`config.mk`:
```
export PLATFORM = sky130hd
export DESIGN_NAME = axi_burst_master
export DESIGN_NICKNAME = d
export VERILOG_FILES = /design/src/rtl/axi_burst_master.sv
export SDC_FILE = /design/constraint.sdc
export NUM_CORES = 1
export LEC_CHECK = 0
export CORE_AREA = 2 2 174 176
export CTS_CLUSTER_DIAMETER = 60
export DETAILED_ROUTE_END_ITERATION = 8
export DIE_AREA = 0 0 176 178
export DONT_BUFFER_PORTS = 1
export PLACE_DENSITY = 0.3
export SYNTH_ARGS = -nofsm -noshare
export SYNTH_HDL_FRONTEND = slang
export SYNTH_SLANG_ARGS = --single-unit
```
`constraint.sdc`:
```
create_clock -name clk -period 7.3 [get_ports clk]
set_input_delay 1.095 -clock clk [delete_from_list [all_inputs] [get_ports clk]]
set_output_delay 1.095 -clock clk [all_outputs]
set_load 0.05 [all_outputs]
```
`src/rtl/axi_burst_master.sv`:
```
// Single-outstanding AXI burst initiator: one read or write command becomes one INCR burst.
// Optional build macro AXI_MASTER_4K_CHECK_EN rejects commands whose burst crosses a 4KB page.
module axi_burst_master #(
  parameter int IDWID = 4,
  parameter int DWID  = 64,
  parameter int WSTRB = DWID / 8
) (
  input  logic             clk,
  input  logic             rst_n,
  // command
  input  logic             cmd_valid,
  output logic             cmd_ready,
  input  logic             cmd_write,
  input  logic [31:0]      cmd_addr,
  input  logic [7:0]       cmd_len,
  input  logic [IDWID-1:0] cmd_id,
  // local write stream
  input  logic [DWID-1:0]  wr_data,
  input  logic [WSTRB-1:0] wr_strb,
  input  logic             wr_valid,
  output logic             wr_ready,
  // local read stream
  output logic [DWID-1:0]  rd_data,
  output logic             rd_last,
  output logic             rd_valid,
  input  logic             rd_ready,
  // completion
  output logic             done_valid,
  output logic             done_write,
  output logic [IDWID-1:0] done_id,
  output logic [1:0]       done_resp,
  output logic [1:0]       done_err,
  // AXI read address / data
  output logic [IDWID-1:0] arid,
  output logic [31:0]      araddr,
  output logic [7:0]       arlen,
  output logic [1:0]       arburst,
  output logic             arvalid,
  input  logic             arready,
  input  logic [IDWID-1:0] rid,
  input  logic [DWID-1:0]  rdata,
  input  logic [1:0]       rresp,
  input  logic             rlast,
  input  logic             rvalid,
  output logic             rready,
  // AXI write address / data / response
  output logic [IDWID-1:0] awid,
  output logic [31:0]      awaddr,
  output logic [7:0]       awlen,
  output logic [1:0]       awburst,
  output logic             awvalid,
  input  logic             awready,
  output logic [DWID-1:0]  wdata,
  output logic [WSTRB-1:0] wstrb,
  output logic             wlast,
  output logic             wvalid,
  input  logic             wready,
  input  logic [IDWID-1:0] bid,
  input  logic [1:0]       bresp,
  input  logic             bvalid,
  output logic             bready
);

  typedef enum logic [2:0] {S_IDLE, S_RADDR, S_RDATA, S_WRITE, S_WRESP, S_DONE} state_t;

  localparam logic [31:0] ADDR_MASK = ~(32'(WSTRB) - 32'd1);

  state_t           state_q, state_d;
  logic [IDWID-1:0] id_q;
  logic [31:0]      addr_q;
  logic [7:0]       len_q;
  logic             write_q;
  logic [8:0]       beat_q, beat_d;
  logic             aw_done_q, aw_done_d, w_done_q, w_done_d;
  logic [1:0]       resp_q, resp_d, err_q, err_d;
  logic             accept, last_beat, aw_hs, w_hs;

`ifdef AXI_MASTER_4K_CHECK_EN
  logic [31:0] end_off;
  logic        crosses_4k;
  assign end_off    = {20'd0, cmd_addr[11:0] & ADDR_MASK[11:0]}
                    + ((32'(cmd_len) + 32'd1) * 32'(WSTRB));
  assign crosses_4k = end_off > 32'd4096;
`endif

  assign last_beat = (beat_q == {1'b0, len_q});

  assign arid    = id_q;
  assign araddr  = addr_q;
  assign arlen   = len_q;
  assign arburst = 2'b01;
  assign awid    = id_q;
  assign awaddr  = addr_q;
  assign awlen   = len_q;
  assign awburst = 2'b01;
  assign wdata   = wr_data;
  assign wstrb   = wr_strb;
  assign rd_data = rdata;

  // NOTE: every output and next-state value gets a default first so no path leaves one unassigned (no latches).
  always_comb begin
    state_d    = state_q;
    beat_d     = beat_q;
    aw_done_d  = aw_done_q;
    w_done_d   = w_done_q;
    resp_d     = resp_q;
    err_d      = err_q;
    accept     = 1'b0;
    aw_hs      = 1'b0;
    w_hs       = 1'b0;
    cmd_ready  = 1'b0;
    arvalid    = 1'b0;
    rready     = 1'b0;
    rd_valid   = 1'b0;
    rd_last    = 1'b0;
    awvalid    = 1'b0;
    wvalid     = 1'b0;
    wr_ready   = 1'b0;
    wlast      = 1'b0;
    bready     = 1'b0;
    done_valid = 1'b0;
    case (state_q)
      S_IDLE: begin
        cmd_ready = 1'b1;
        if (cmd_valid) begin
          accept    = 1'b1;
          beat_d    = '0;
          aw_done_d = 1'b0;
          w_done_d  = 1'b0;
          resp_d    = 2'b00;
          err_d     = 2'b00;
`ifdef AXI_MASTER_4K_CHECK_EN
          if (crosses_4k) begin
            state_d = S_DONE;
            resp_d  = 2'b10;
          end else
`endif
          state_d = cmd_write ? S_WRITE : S_RADDR;
        end
      end
      S_RADDR: begin
        arvalid = 1'b1;
        if (arready) state_d = S_RDATA;
      end
      S_RDATA: begin
        rd_valid = rvalid;
        rready   = rd_ready;
        rd_last  = last_beat;
        if (rvalid && rd_ready) begin
          beat_d = beat_q + 9'd1;
          resp_d = resp_q | rresp;
          if (rid != id_q) err_d[1] = 1'b1;
          if (rlast != last_beat) err_d[0] = 1'b1;
          if (last_beat || rlast) state_d = S_DONE;
        end
      end
      S_WRITE: begin
        // Once the last W beat is sent the local stream is stalled until the next command.
        awvalid  = !aw_done_q;
        wvalid   = wr_valid && !w_done_q;
        wr_ready = wready && !w_done_q;
        wlast    = last_beat;
        aw_hs    = awvalid && awready;
        w_hs     = wvalid && wready;
        if (aw_hs) aw_done_d = 1'b1;
        if (w_hs) begin
          beat_d = beat_q + 9'd1;
          if (last_beat) w_done_d = 1'b1;
        end
        if (aw_done_d && w_done_d) state_d = S_WRESP;
      end
      S_WRESP: begin
        bready = 1'b1;
        if (bvalid) begin
          resp_d = resp_q | bresp;
          if (bid != id_q) err_d[1] = 1'b1;
          state_d = S_DONE;
        end
      end
      S_DONE: begin
        done_valid = 1'b1;
        state_d    = S_IDLE;
      end
      default: state_d = S_IDLE;
    endcase
  end

  // NOTE: sequential state uses non-blocking assignments so every register samples pre-edge values.
  always_ff @(posedge clk or negedge rst_n) begin
    if (!rst_n) begin
      state_q    <= S_IDLE;
      id_q       <= '0;
      addr_q     <= '0;
      len_q      <= '0;
      write_q    <= 1'b0;
      beat_q     <= '0;
      aw_done_q  <= 1'b0;
      w_done_q   <= 1'b0;
      resp_q     <= 2'b00;
      err_q      <= 2'b00;
      done_write <= 1'b0;
      done_id    <= '0;
      done_resp  <= 2'b00;
      done_err   <= 2'b00;
    end else begin
      state_q   <= state_d;
      beat_q    <= beat_d;
      aw_done_q <= aw_done_d;
      w_done_q  <= w_done_d;
      resp_q    <= resp_d;
      err_q     <= err_d;
      if (accept) begin
        id_q    <= cmd_id;
        addr_q  <= cmd_addr & ADDR_MASK;
        len_q   <= cmd_len;
        write_q <= cmd_write;
      end
      // Completion fields are frozen on entry to DONE and held until the next completion.
      if (state_d == S_DONE && state_q != S_DONE) begin
        done_resp  <= resp_d;
        done_err   <= err_d;
        done_id    <= accept ? cmd_id : id_q;
        done_write <= accept ? cmd_write : write_q;
      end
    end
  end

endmodule

```
# Word-level counts from Yosys, hierarchy flattened
# Index checks and enable logic that the tools add are counted.
totals:
  mem_bits_rw: 0
  out_inout_bits: 248
  latchBits: 0
  n_memories: 0
  inputBits: 204
  mem_bits_ro: 0
  regBits: 69
  word_cells: 93
classes:
  n_addsub: 1
  bitwise_logic: 2
  n_reduce_logical: 15
  n_lt_le_gt_ge: 0
  muxes: 47
  div_mod_pow: 0
  shift: 0
  n_mul: 0
  eq_ne: 14
ops:
  columns: ["cell", "n"]
  rows:
  - ["9-bit two-way mux", 3]
  - ["9-bit case mux with 3 select lines", 1]
  - ["1-bit two-way mux", 24]
  - ["3-bit two-way mux", 6]
  - ["3-bit case mux with 5 select lines", 1]
  - ["2-bit two-way mux", 6]
  - ["9-bit by 1-bit adder with 9-bit output (second input constant)", 1]
  - ["3-bit equality test (second input constant)", 3]
  - ["9-bit by 8-bit equality test with 1-bit output", 1]
  - ["4-bit inequality test", 2]
  - ["1-bit logical AND", 7]
  - ["3-bit by 2-bit equality test with 1-bit output (second input constant)", 2]
  - ["2-bit inequality test (second input constant)", 3]
  - ["1-bit case mux with 2 select lines", 3]
  - ["2-bit case mux with 3 select lines", 1]
  - ["4-bit two-way mux", 1]
  - ["2-bit bitwise OR", 2]
  - ["4-bit AND reduction", 1]
  - ["3-bit by 1-bit equality test with 1-bit output (second input constant)", 1]
  - ["3-bit logical NOT", 1]
  - ["3-bit inequality test (second input constant)", 1]
  - ["1-bit case mux with 3 select lines", 1]
  - ["3-bit nonzero test", 1]
  - ["1-bit logical NOT", 2]
  - ["other kinds (4)", 4]

# Depth between registers and ports, before layout
# Gate-level depths: netlist of run 1.
logic_depth:
  word_depth: 10
  ltp_mapped: 8
  ltp_nobuf: 8

# Worst setup path before layout of run 1
# Ideal clock, no wire load.
synth_timing:
  kind: "reg2out"
  start: "register len_q[4] (netlist: arlen[4])"
  end: "output port rd_last"
  arrival_time_ns: 2.350
  t_required_ns: 6.205
  path_slack_ns: 3.855
  path_stages_with_launch: 5
  cell_sequence: "dfrtp_1 > xor2_1 > nor4_2 > nand3_1 > nor3_1"
synth_via:
  elab_chain_len: 2
synth_lines:
  columns: ["element", "line_no", "text"]
  rows:
  - ["from (decl)", "71", "logic [7:0] len_q;"]
  - ["from (signal assigned)", "215", "len_q <= cmd_len;"]
  - ["9-bit by 8-bit equality test with 1-bit output", "86", "assign last_beat = (beat_q == {1'b0, len_q});"]
  - ["1-bit two-way mux", "122", "case (state_q)"]
  - ["to (decl)", "24", "output logic rd_last,"]
# Every way passes these cells.

# Worst setup path in the final report of run 1
layout_timing:
  start: "register len_q[7] (netlist: arlen[7])"
  end: "output port wlast"
layout_via:
  elab_chain_len: 2
layout_lines:
  columns: ["element", "line_no", "text"]
  rows:
  - ["9-bit by 8-bit equality test with 1-bit output", "86", null]
  - ["1-bit two-way mux", "122", null]
  - ["to (decl)", "55", "output logic wlast,"]
# Every way passes these cells.

==> results of run 1 <==
-- cell type report --
class | instances | area, um^2
multi-input cells | 268 | 1409
fillers | 3356 | 25430
repair buffers | 2 | 15.01
clock buffers | 9 | 225.2
clock inverters | 7 | 97.59
flip-flops and latches | 69 | 1727
well taps | 390 | 488.0
inverters | 4 | 15.01
-- cells by family (layout without fill, tap and decap cells) --
| kind of cell | Yosys count | in the layout |
|---|---|---|
| buffers and inverters | 204 | 22 |
| and+or+nand+nor | 198 | 198 |
| DFF | 69 | 69 |
| AOI/OAI and AO/OA | 33 | 33 |
| xor gates and xnor gates | 16 | 16 |
| muxes | 9 | 9 |
| adders and majority gates | 2 | 2 |
| other | 2 | 10 |
-- flip-flops by register name, summed over array words and instances (netlist names), 2 cells and up --
register	flops
done_err	2
arid	4
resp_q	2
arlen	8
done_id	4
err_q	2
beat_q	9
done_resp	2
araddr	29
state_q	3
-- cells in the mapped netlist, drive strengths merged, types with 5 or more instances --
cell	count	area, um^2
a21oi	6	41.29
and3	5	31.28
buf	197	1466
dfrtp	69	1727
mux2	9	101.4
nand2	144	540.5
nand3	6	30.03
nor2	16	60.06
nor3	10	55.05
o21ai	12	60.06
xor2	16	140.1
-- power by group through the flow --
| stage | Combinational, W | Sequential [W] | Clock, W |
|---|---|---|---|
| after floorplan | 0.00115 | 0.00108 | 0 |
| after global placement | 0.000492 | 0.00152 | 0 |
| after detailed placement | 0.000505 | 0.00152 | 0 |
| after CTS | 0.000503 | 0.00152 | 0.000517 |
| after global routing | 0.000559 | 0.00154 | 0.000532 |
| final | 0.000489 | 0.00151 | 0.000492 |
-- worst max-delay path: stages (launching register included) --
cell	delay, ns
dfrtp_1	1.01
xor2_1	0.20
nor3_1	0.29
nand3_1	0.31
nor2_1	0.81
-- layout by cell type (no fill, tap or decap), types with 3 or more instances in the layout --
| master | count |
|---|---|
| nand2b_1 | 3 |
| o31ai_1 | 4 |
| clkbuf_16 | 9 |
| conb_1 | 10 |
| inv_1 | 4 |
| a21oi_1 | 5 |
| o21ai_0 | 12 |
| nand2_1 | 143 |
| xor2_1 | 16 |
| dfrtp_1 | 69 |
| nor2_1 | 16 |
| nand3_1 | 6 |
| nor3_2 | 5 |
| mux2_2 | 8 |
| nor3_1 | 5 |
| and3_1 | 5 |
| o211ai_1 | 3 |
-- routing by layer --
layer | share of wire | GRT usage | vias up
li1 | - | - | 1139
met4 | 0.051 | 0.05372 | 0
met5 | 0 | 0 | -
met2 | 0.46 | 0.1219 | 173
met1 | 0.39 | 0.08794 | 1174
met3 | 0.092 | 0.02899 | 75
-- final timing paths --
path | start | end | slack (ns) | cells after the start
worst max-delay path | arlen[7] | wlast | 3.23 | 4
worst min-delay path | rst_n | arlen[5] | 0.45 | 0
worst max register to register | arlen[7] | done_resp[1] | 3.52 | 8
worst min register to register | resp_q[1] | resp_q[1] | 0.46 | 2
max in group asynchronous | rst_n | araddr[29] | 6.74 | 0
min in group clk | resp_q[1] | resp_q[1] | 0.46 | 2
-- through the flow --
stage | setup slack (ns) | cell area (um^2) | total power (W) | std cells | hold slack (ns)
after CTS | 3.181 | 3976 | 0.002537 | 749 | 0.4206
after global routing | 3.117 | 3976 | 0.002635 | 749 | 0.4175
after floorplan | 3.855 | 4604 | 0.002223 | 541 | 0.4291
after detailed placement | 3.414 | 3654 | 0.002028 | 733 | 0.4483
final | 3.229 | 3976 | 0.002490 | 749 | 0.4474
after global placement | 3.396 | 3654 | 0.002015 | 733 | 0.4457
==> results_tabular.tex, run 1 <==
\begin{tabular}{lr}
\hline
Metric & Value \\
\hline
\multicolumn{2}{l}{\textbf{Die}} \\
Total number of placement rows & 63 \\
Effective utilization at floorplan & 0.1556 \\
Die outline area & around 31,000 um\^{}2 \\
Top-level port count & between 400 and 500 \\
Die Span X & 176 um \\
Core Footprint & 29,400 um\^{}2 \\
Chip Height & approximately 180 um \\
\multicolumn{2}{l}{\textbf{Final layout}} \\
Total inserted antenna cells & 0 \\
Share of post-route cells with drive strength above 1 & 0.1086 \\
Final \#Nets & 560 \\
Area Growth Syn to Fin & -13.07\% \\
Post-layout utilization of the core & 0.1352 \\
\multicolumn{2}{l}{\textbf{Run}} \\
Number of max-capacitance violations reported & 0 \\
\multicolumn{2}{l}{\textbf{CTS}} \\
CTS max path bufs & 2 \\
Root buf cell & clkbuf\_16 \\
Number of buffers inserted for hold repair after clock tree synthesis & 0 \\
Clock tree from TritonCTS & built \\
Later-pin clock latency in the skew report & between 0.3 and 0.4 ns \\
Post-CTS sizing & 0 \\
Clock sink total & just under 70 \\
Number of CTS-inserted buffers & 9 \\
Clock-pin slew on the worst setup and hold paths & roughly 0.070 ns \\
Buffers inserted during post-CTS setup optimization & 0 \\
Maximum level of the CTS H-tree & 3 \\
\multicolumn{2}{l}{\textbf{Route}} \\
DRC marker count from the first detailed-route iteration & $\sim$110 \\
Routed wire length & $\sim$12,000 um \\
Avg WL per Cell & roughly 16 um \\
Number of design rule violations left after detail routing & 0 \\
Remaining antenna violation count after routing & 0 \\
Detailed-routing iteration count for the pre-antenna-repair pass & 4 \\
Vias/cell & between 3 and 4 \\
Routed via count & about 2,600 \\
\multicolumn{2}{l}{\textbf{Run status}} \\
Result of the run & completed \\
\multicolumn{2}{l}{\textbf{Place}} \\
Final GP Congestion & around 0.7 \\
Port buffer count & 0 \\
Estimated wirelength of the detail-placed design & about 8900 um \\
\multicolumn{2}{l}{\textbf{Global route}} \\
Total track usage & 0.07774 \\
Global-route wire length before repair & about 18,000 um \\
Largest net degree at the start of global routing & 70 \\
Number of antenna violations at the first check in global routing & 1 \\
Vias in the first global route & between 2,000 and 3,000 \\
Overflow after GRT & 0 \\
\multicolumn{2}{l}{\textbf{Power and ir drop}} \\
Reg power frac & 0.606 \\
Gate power share & 0.196 \\
Clock Power Share & 0.197 \\
Internal Dissipation & approximately 0.00097 W \\
Sw Ratio & 0.6115 \\
Worst IR drop on VDD & approximately 0.21 mV \\
Static Leakage & 1.832 nW \\
Sw Pwr & about 0.0015 W \\
Power density cells & 626.2 nW/um\^{}2 \\
\multicolumn{2}{l}{\textbf{Timing}} \\
Summed negative setup slack over all endpoints & 0 ns \\
Highest attainable clock frequency & $\sim$250 MHz \\
Max-slew headroom & 0.2701 \\
Final Cycle Share & 0.5577 \\
Count of final setup violators & 0 \\
Number of slew-limit violations in the final report & 0 \\
Worst-case clock skew & $\sim$0.011 ns \\
Final hold violation count & 0 \\
Unrepaired setup endpoints after global routing & no \\
Transition time at the pin with the least slew margin & roughly 1.1 ns \\
Time the worst path needs with I/O delays and setup & approximately 4.1 ns \\
\multicolumn{2}{l}{\textbf{Synthesis}} \\
Multiplexer fraction of the synthesized cell area & 0.02216 \\
Post-synthesis instance total & approximately 530 \\
Simple-gate share of the synthesized area & 0.1896 \\
Synth Area in Compound Gates & 0.04677 \\
Synth cell types & 38 \\
Sequential cell area fraction in the yosys report & 0.3775 \\
Most instantiated flip-flop cell in the synthesis netlist & dfrtp\_1 \\
Parity-gate share of the synthesized area counting xor and xnor cells & 0.03063 \\
EDFF count, synth & 0 \\
Post-synthesis instance area & around 4600 um\^{}2 \\
Post-Synthesis Mean Instance Area & 8.582 um\^{}2 \\
Adder-Cell Fraction of Synth Area & 0.005470 \\
Number of synthesized register bits & 69 \\
Yosys warning total & 0 \\
FFs w/ async S/R, synth & 1.000 \\
Combinational family with the most area after synthesis & buffers and inverters \\
\multicolumn{2}{l}{\textbf{Worst setup path}} \\
Data required time at the worst endpoint & 6.20 ns \\
Startpoint kind of the worst setup timing path & flip-flop \\
Worst Path Max Fanout & 5 \\
Category of the most critical setup path & reg2out \\
Kind of end point of the critical path & output pin \\
Data arrival time of the critical path & 2.98 ns \\
\multicolumn{2}{l}{\textbf{Hold path}} \\
Path type of the worst min-delay path & in2async \\
\hline
\end{tabular}
Power figures use the tool's default switching activity.
==> inputs of run 2 (changes only) <==
clock period = 3.4 ns   (was 7.3 ns; I/O delays follow)
==> results_tabular.tex, run 2 (synthesis results as in run 1) <==
\begin{tabular}{lr}
\hline
Metric & Value \\
\hline
\multicolumn{2}{l}{\textbf{Global route}} \\
Vias in the first global route & 2,874 (+6.8\%) \\
Global-route wire length before repair & 18,620 um (+5.5\%) \\
Total track usage & 0.08117 (+0.003427) \\
Largest net degree at the start of global routing & 70 (unchanged) \\
Overflow after GRT & 0 (unchanged) \\
Number of antenna violations at the first check in global routing & 1 (unchanged) \\
\multicolumn{2}{l}{\textbf{Place}} \\
Placed cell count & 755 (+3.0\%) \\
Estimated wirelength of the detail-placed design & 9437 um (+5.5\%) \\
Final GP Congestion & 0.7149 (+0.37\%) \\
Port buffer count & 0 (unchanged) \\
\multicolumn{2}{l}{\textbf{Die}} \\
Die Span X & 176 um (unchanged) \\
Die outline area & 31,330 um\^{}2 (unchanged) \\
Top-level port count & 452 (unchanged) \\
Chip Height & 178 um (unchanged) \\
Core Footprint & 29,400 um\^{}2 (unchanged) \\
Effective utilization at floorplan & 0.1556 (unchanged) \\
Total number of placement rows & 63 (unchanged) \\
\multicolumn{2}{l}{\textbf{Route}} \\
Number of design rule violations left after detail routing & 0 (unchanged) \\
Detailed-routing iteration count for the pre-antenna-repair pass & 4 (unchanged) \\
Routed via count & 2,723 (+6.3\%) \\
DRC marker count from the first detailed-route iteration & 124 (+9.7\%) \\
Remaining antenna violation count after routing & 0 (unchanged) \\
Routed wire length & 12,540 um (+1.7\%) \\
Avg WL per Cell & 16.25 um (-1.3\%) \\
Vias/cell & 3.527 (+3.2\%) \\
\multicolumn{2}{l}{\textbf{Worst setup path}} \\
Reg2Reg Setup Slack & 0.56 ns (-2.96 ns) \\
Count of cells along the worst register-to-register path & 9 (+1) \\
Crit Reg-Reg Endpoint & done\_resp[0] \\
Data required time at the worst endpoint & 3.61 ns (-2.59 ns) \\
Data arrival time of the critical path & 3.05 ns (+0.07 ns) \\
Worst Path Max Fanout & 9 (+4) \\
Startpoint kind of the worst setup timing path & flip-flop \\
Kind of end point of the critical path & flip-flop \\
Worst R2R Start & beat\_q[4] \\
Category of the most critical setup path & reg2reg \\
\multicolumn{2}{l}{\textbf{CTS}} \\
Post-CTS sizing & 0 (unchanged) \\
Maximum level of the CTS H-tree & 3 (unchanged) \\
Root buf cell & clkbuf\_16 \\
CTS max path bufs & 2 (unchanged) \\
Later-pin clock latency in the skew report & 0.34 ns (about the same) \\
Clock tree from TritonCTS & built \\
Clock sink total & 69 (unchanged) \\
Number of CTS-inserted buffers & 9 (unchanged) \\
Clock-pin slew on the worst setup and hold paths & 0.07 ns (about the same) \\
\multicolumn{2}{l}{\textbf{Run}} \\
Number of max-capacitance violations reported & 0 (unchanged) \\
\multicolumn{2}{l}{\textbf{Timing}} \\
Transition time at the pin with the least slew margin & 1.055 ns (-0.04022 ns) \\
Time the worst path needs with I/O delays and setup & 2.837 ns \\
Worst-case clock skew & 0.01226 ns (+0.001643 ns) \\
Final Cycle Share & 0.8346 \\
Final hold violation count & 0 (unchanged) \\
Number of slew-limit violations in the final report & 0 (unchanged) \\
Max-slew headroom & 0.2970 (+0.02681) \\
Count of final setup violators & 0 (unchanged) \\
Summed negative setup slack over all endpoints & 0 ns (unchanged) \\
Highest attainable clock frequency & between 300 and 400 MHz \\
Unrepaired setup endpoints after global routing & no \\
\multicolumn{2}{l}{\textbf{Power and ir drop}} \\
Total power of the final layout & 0.005391 W (+120\%) \\
Reg power frac & 0.507 (-0.099) \\
Sw Pwr & 0.003326 W (+120\%) \\
Gate power share & 0.322 (+0.126) \\
Clock Power Share & 0.171 (-0.026) \\
Worst IR drop on VDD & 0.4546 mV (+110\%) \\
Sw Ratio & 0.6169 (+0.005361) \\
Power density cells & 1307 nW/um\^{}2 (+110\%) \\
Static Leakage & 1.932 nW (+5.4\%) \\
Internal Dissipation & 0.002065 W (+110\%) \\
\multicolumn{2}{l}{\textbf{Final layout}} \\
Number of flip-flops under the largest register name & 29 (unchanged) \\
Most common library cell in the layout ignoring fill and taps & nand2\_1 \\
Area Growth Syn to Fin & -9.847\% \\
Commonest cells after routing, fill and taps aside & nand2\_1, dfrtp\_1, buf\_4, nor2\_1, xor2\_1 \\
Share of post-route cells with drive strength above 1 & 0.1597 (+0.05105) \\
Total inserted antenna cells & 0 (unchanged) \\
Final \#Nets & 583 (+4.1\%) \\
Final Non-Filler Cells & 772 (+3.1\%) \\
\multicolumn{2}{l}{\textbf{Hold path}} \\
Path type of the worst min-delay path & in2async \\
\multicolumn{2}{l}{\textbf{Run status}} \\
Result of the run & completed \\
\hline
\end{tabular}
## run 2: cell types whose count changed in the layout (fill, tap and decap cells not counted)
cell	before	now
bufinv_16	2	0
buf_4	2	24
buf_16	0	1
nor3_1	5	6
clkinv_4	0	1
inv_6	2	3
nor3_2	5	4
clkinvlp_4	2	3
clkinv_2	1	0
## run 2: critical path, stage by stage (launching register included)
cell and delay (ns):
dfrtp_1 0.46, xor2_1 0.20, nor4_2 0.31, nand3_1 0.18, ha_1 0.25, nor4_2 0.41, nor3_1 0.17, a21oi_4 0.14
buf_4 0.23, mux2_2 0.36
## run 2: through the flow
stage                     hold slack (ns)  utilization  area [um^2]  setup WS (ns)
after floorplan                    0.2144            -         4604         0.5398
after global placement             0.2167       0.1297         3814         0.5829
after detailed placement           0.2166       0.1297         3814         0.5277
after CTS                         0.05748       0.1403         4124         0.5030
after global routing              0.02980       0.1403         4124         0.3316
final                             0.02294       0.1403         4124         0.5625
## run 2: power groups by stage
stage / combinational [W] / sequential [W] / clock, W
after global placement: 0.00173 / 0.00276 / 0
after CTS: 0.00177 / 0.00275 / 0.000974
final: 0.00174 / 0.00273 / 0.000922
after global routing: 0.00192 / 0.00280 / 0.00102
after floorplan: 0.00246 / 0.00231 / 0
after detailed placement: 0.00175 / 0.00276 / 0
## run 2: worst max path at each step
stage	from	to	slack (ns)	cells after the start
floorplan	arlen[4]	rd_last	0.54	4
global placement	beat_q[4]	done_id[3]	0.58	9
detailed placement	beat_q[4]	done_resp[0]	0.53	9
CTS	beat_q[4]	done_resp[0]	0.50	9
global route	beat_q[4]	done_resp[0]	0.33	9
finish	beat_q[4]	done_resp[0]	0.56	9
## run 2: routing by layer
metal  GRT usage  vias to the layer above  wire [um]
met4     0.05096                        0        588
met2      0.1299                      162       5917
met1     0.09020                     1302       4771
li1            -                     1186          -
met5           0                        -          0
met3     0.03261                       73       1266
## run 2: area by class of cell
class	count	area [um^2]
fillers	3322	25280
flip-flops and latches	69	1727
multi-input cells	268	1404
well taps	390	488.0
clock buffers	9	225.2
repair buffers	25	207.7
clock inverters	7	57.56
inverters	4	15.01
## run 2: timing repair
| item | CTS | global route |
|---|---|---|
| hold buffers | 1 | 0 |
| buffers inserted | 0 | 0 |
| hold endpoints to repair | 69 | 0 |
| setup endpoints to repair | 0 | 0 |
